==> src/rtl/cpu_run_pkg.sv <==
// Shared types for the processor run controller: FSM state encoding and PC width.
package cpu_run_pkg;

    localparam int PC_W = 64;

    typedef enum logic [2:0] {
        IDLE     = 3'd0,
        RST_HOLD = 3'd1,
        RUN      = 3'd2,
        DONE     = 3'd3,
        TIMEOUT  = 3'd4
    } state_t;

endpackage

==> src/rtl/cpu_run_ctrl.sv <==
// Sequences one program run: reset hold with start PC, counted RUN phase, stop/watchdog capture.
// Optional single-step control is compiled in with `define STEP_MODE_EN.
module cpu_run_ctrl
    import cpu_run_pkg::*;
#(
    parameter int RST_CYCLES = 2,
    parameter int CNT_W      = 16
) (
    input  logic             CLK,
    input  logic             reset,
    input  logic             start,
    input  logic [PC_W-1:0]  start_pc,
    input  logic [PC_W-1:0]  stop_pc,
    input  logic [CNT_W-1:0] max_cycles,
    input  logic [PC_W-1:0]  currentpc,
    input  logic [PC_W-1:0]  cpu_result,
`ifdef STEP_MODE_EN
    input  logic             step_mode,
    input  logic             step,
`endif
    output logic             cpu_resetl,
    output logic             cpu_en,
    output logic [PC_W-1:0]  startpc,
    output logic             busy,
    output logic             done,
    output logic             timeout,
    output logic [PC_W-1:0]  result,
    output logic [CNT_W-1:0] cycles
);

    localparam int RST_W = (RST_CYCLES > 1) ? $clog2(RST_CYCLES) : 1;

    state_t           state_reg;
    logic [RST_W-1:0] rst_cnt_reg;
    logic [PC_W-1:0]  stop_pc_reg;
    logic [CNT_W-1:0] max_cycles_reg;
    logic [CNT_W-1:0] cycles_reg;
    logic [PC_W-1:0]  startpc_reg;
    logic [PC_W-1:0]  result_reg;
    logic             cpu_resetl_reg;
    logic             cpu_en_reg;
    logic             busy_reg;
    logic             done_reg;
    logic             timeout_reg;

    logic             advance;
    logic             launch;
    logic             stop_hit;
    logic             wdog_hit;
    logic [CNT_W:0]   cycles_inc;

`ifdef STEP_MODE_EN
    // In step mode the CPU, the counter and the stop checks all move only on step pulses.
    assign advance = !step_mode || step;
    assign cpu_en  = (state_reg == RUN && step_mode) ? step : cpu_en_reg;
`else
    assign advance = 1'b1;
    assign cpu_en  = cpu_en_reg;
`endif

    assign launch     = start && (state_reg == IDLE || state_reg == DONE || state_reg == TIMEOUT);
    assign cycles_inc = {1'b0, cycles_reg} + (CNT_W + 1)'(1);
    assign stop_hit   = (currentpc >= stop_pc_reg);
    assign wdog_hit   = (max_cycles_reg != '0) && (cycles_inc == {1'b0, max_cycles_reg});

    always_ff @(posedge CLK or posedge reset) begin
        if (reset) begin
            state_reg      <= IDLE;
            rst_cnt_reg    <= '0;
            stop_pc_reg    <= '0;
            max_cycles_reg <= '0;
            cycles_reg     <= '0;
            startpc_reg    <= '0;
            result_reg     <= '0;
            cpu_resetl_reg <= 1'b0;
            cpu_en_reg     <= 1'b0;
            busy_reg       <= 1'b0;
            done_reg       <= 1'b0;
            timeout_reg    <= 1'b0;
        end else begin
            case (state_reg)
                IDLE, DONE, TIMEOUT: begin
                    if (launch) begin
                        state_reg      <= RST_HOLD;
                        startpc_reg    <= start_pc;
                        stop_pc_reg    <= stop_pc;
                        max_cycles_reg <= max_cycles;
                        cycles_reg     <= '0;
                        result_reg     <= '0;
                        rst_cnt_reg    <= '0;
                        cpu_resetl_reg <= 1'b0;
                        cpu_en_reg     <= 1'b1;
                        busy_reg       <= 1'b1;
                        done_reg       <= 1'b0;
                        timeout_reg    <= 1'b0;
                    end
                end
                RST_HOLD: begin
                    if (rst_cnt_reg == RST_W'(RST_CYCLES - 1)) begin
                        state_reg      <= RUN;
                        cpu_resetl_reg <= 1'b1;
                    end else begin
                        rst_cnt_reg <= rst_cnt_reg + 1'b1;
                    end
                end
                RUN: begin
                    if (advance) begin
                        // Saturate rather than wrap so a runaway program still reads as "long".
                        cycles_reg <= cycles_inc[CNT_W] ? cycles_reg : cycles_inc[CNT_W-1:0];
                        if (stop_hit) begin
                            state_reg  <= DONE;
                            result_reg <= cpu_result;
                            cpu_en_reg <= 1'b0;
                            busy_reg   <= 1'b0;
                            done_reg   <= 1'b1;
                        end else if (wdog_hit) begin
                            state_reg   <= TIMEOUT;
                            result_reg  <= cpu_result;
                            cpu_en_reg  <= 1'b0;
                            busy_reg    <= 1'b0;
                            timeout_reg <= 1'b1;
                        end
                    end
                end
                default: state_reg <= IDLE;
            endcase
        end
    end

    assign cpu_resetl = cpu_resetl_reg;
    assign startpc    = startpc_reg;
    assign busy       = busy_reg;
    assign done       = done_reg;
    assign timeout    = timeout_reg;
    assign result     = result_reg;
    assign cycles     = cycles_reg;

endmodule
==> config.mk <==
export PLATFORM = sky130hd
export DESIGN_NAME = cpu_run_ctrl
export DESIGN_NICKNAME = d
export VERILOG_FILES = /design/src/rtl/cpu_run_pkg.sv /design/src/rtl/cpu_run_ctrl.sv
export SDC_FILE = /design/constraint.sdc
export NUM_CORES = 1
export LEC_CHECK = 0
export BUFFER_PORTS_ARGS = -buffer_cell sky130_fd_sc_hd__buf_2
export CORE_MARGIN = 2
export CORE_UTILIZATION = 46
export DETAILED_ROUTE_END_ITERATION = 8
export PLACE_DENSITY_LB_ADDON = 0.1
export SLEW_MARGIN = 0
export SYNTH_ARGS = -nofsm -noshare
export SYNTH_HDL_FRONTEND = slang
export SYNTH_SLANG_ARGS = --single-unit
==> constraint.sdc <==
create_clock -name CLK -period 7.4 [get_ports CLK]
set_clock_uncertainty 0.15 [all_clocks]
set_input_delay 0.74 -clock CLK [delete_from_list [all_inputs] [get_ports CLK]]
set_output_delay 0.74 -clock CLK [all_outputs]
set_load 0.02 [all_outputs]
==> impl_metrics.ini <==
[setup_path]
crit_path_top_delay_cell = buf_4
cp-startpoint = cycles[0]$_DFFE_PP0P_
start_kind = flop
critPathCaptureType = flop
crit_fanout = 65
cp_slowest_stage_delay_ps = 800
arrival_ps = 4230
path_cells = ha_1 -> nand3_4 -> nor4_2 -> xnor2_1 -> nor2_1 -> nand4_1 -> or3_1 -> a31oi_4 -> buf_4 -> o21ai_0
critical_path_class = reg2reg
reg2reg_from = cycles[0]$_DFFE_PP0P_
worstPathRequired_ps = 7590

[global_routing]
antenna_found_initial = 7
grt_max_degree = 93
grt_overflow_total = 0
grt_first_pass_wirelength_um = 48600
grt_use_total = 0.227
grt_pass1_vias = 9328

[clock_tree]
cts_sinks = 232
htree_levels = 1
cts_root_buf = clkbuf_16
numCtsBuffers = 27
post_cts_buffers = 0
path_clk_slew_ps = 60
clock_latency_ps = 520
clockBufferDepth = 3
cts_tree = done
cts_resized = 0
postCtsHoldBufs = 0

[cells_and_area]
final_common_cell = buf_2
nets = 1779
drive_above_1_share = 0.472
area_growth_pct = 27.6
fin_util = 0.596
multi_input_area_mm2 = 0.00540
design_area_mm2 = 0.0150
regArea_mm2 = 0.00581
fill_cells = 2199
layout_common_cells = buf_2 (423), dfrtp_1 (232), mux2_2 (146), nand2_1 (95), inv_1 (70)

[timing]
fin_tns_setup_ps = 0
setup-violations-final = 0
drv_slew = 0
maxSlewHeadroom = 0.305
tightest_slew_ps = 1040
rsz0062_at_grt = no
hold_viol = 0
max_freq_mhz = 248
period_share = 0.546
period_needed_ps = 4040
setup_ws_ps = 3360

[floorplan]
io_pins = 424
coreArea_mm2 = 0.0252
die_x_um = 164
initial_core_util = 0.467
die-area_mm2 = 0.0269
row_count = 58
die_h_um = 164

[yosys]
syn-cell-area_mm2 = 0.0118
synth-seq-cells = 232
synth_cells = 1042
synth-edff-count = 0
async_reset_ff_frac = 1.00
yosysUniqueCellTypes = 60
synth_area_per_cell_um2 = 11.3
synth_fp_nets = 1382
yosysSeqAreaShare = 0.493
yosys_warnings = 0
ys.flop_type = dfrtp_1

[placed_design]
io_buffers = 423
place_hpwl_um = 22200
dpl_cell_area_mm2 = 0.0141
pre_cts_ws_ps = 3150
gp_congestion = 0.816

[routing]
drtPass1Iterations = 5
drc = 0
wirelength_um = 31100
viasPerCell = 5.21
vias = 9322
drt_iter0_markers = 659
wl_per_cell_um = 17.4
ant_nets = 0

[run]
maxCapViolCount = 0

[pwr]
power_density_mw_per_mm2 = 422
peakVddDrop_mv = 0.259
power_leakage_nw = 7.47
total_power_mw = 6.33

[worst_hold_path]
worstHoldPathType = in2async

[run_status]
status = finished, final reports clean
[path summary, 6_finish.rpt]
check,to,slack [ps],cells past startpoint
max in group asynchronous,startpc[21]$_DFFE_PP0P_,5520,3
max,result[50]$_DFFE_PP0P_,3360,10
min reg2reg,startpc[4]$_DFFE_PP0P_,350,1
min,result[53]$_DFFE_PP0P_,150,2
min in group CLK,stop_pc_reg[30]$_DFFE_PP0P_,290,2
max reg2reg,result[50]$_DFFE_PP0P_,3360,10
[layout make-up]
| cell class | count | area share |
|---|---|---|
| inverter | 71 | 0.0183 |
| antenna | 5 | 0.000834 |
| multi-input combinational | 675 | 0.360 |
| timing repair buffer | 432 | 0.146 |
| clock inverter | 7 | 0.00734 |
| clock buffer | 38 | 0.0538 |
| sequential | 232 | 0.387 |
| tap | 330 | 0.0275 |
[critical path: cells and delay by family, from the launching register on]
kind                       cells  cell delay (ps)
AOI/OAI and AO/OA              2              440
xor gates and xnor gates       1              100
adders and majority gates      1              380
buffers and inverters          1              800
DFF                            1              500
and+or+nand+nor                5             1420
[cells in the mapped netlist, drive strengths merged (10+ instances only)]
cell	n	share of area
dfrtp	232	0.49
mux2	146	0.14
o21ai	100	0.058
nand2	96	0.031
inv	71	0.023
o211ai	67	0.043
ha	65	0.069
clkbuf	51	0.016
nor2	30	0.0098
a21oi	27	0.011
nand4	22	0.014
nand3	21	0.011
xnor2	20	0.015
buf	13	0.012
nor4	10	0.0077
[metrics by stage]
| step | cells | hold slack [ps] |
|---|---|---|
| after global routing | 1789 | 201 |
| after global placement | 1740 | 332 |
| after floorplan | 1042 | 329 |
| final | 1790 | 151 |
| after detailed placement | 1740 | 337 |
| after CTS | 1785 | 187 |
[metal layers]
| metal | share of wire | global-route usage | vias up |
|---|---|---|---|
| met5 | 0.00042 | 0 | - |
| met4 | 0.019 | 0.0562 | 2 |
| met3 | 0.090 | 0.0639 | 37 |
| met2 | 0.48 | 0.382 | 322 |
| met1 | 0.41 | 0.289 | 4417 |
| li1 | - | - | 4544 |
[report_power, final]
| part | switching, mW | internal (mW) | total, mW |
|---|---|---|---|
| Sequential | 0.333 | 1.85 | 2.18 |
| Clock | 0.510 | 0.853 | 1.36 |
| Combinational | 1.61 | 1.18 | 2.79 |
| Total | 2.45 | 3.88 | 6.33 |
[kinds of logic (layout without fill, tap and decap cells)]
kind of cell / count (synthesis) / in the layout / synth area share
muxes: 146 / 146 / 0.140
buffers and inverters: 135 / 548 / 0.0510
AOI/OAI and AO/OA: 235 / 235 / 0.141
other: 0 / 5 / 0
adders and majority gates: 65 / 65 / 0.0691
xor gates and xnor gates: 24 / 24 / 0.0179
DFF: 232 / 232 / 0.493
and+or+nand+nor: 205 / 205 / 0.0880
Power figures use the tool's default switching activity.
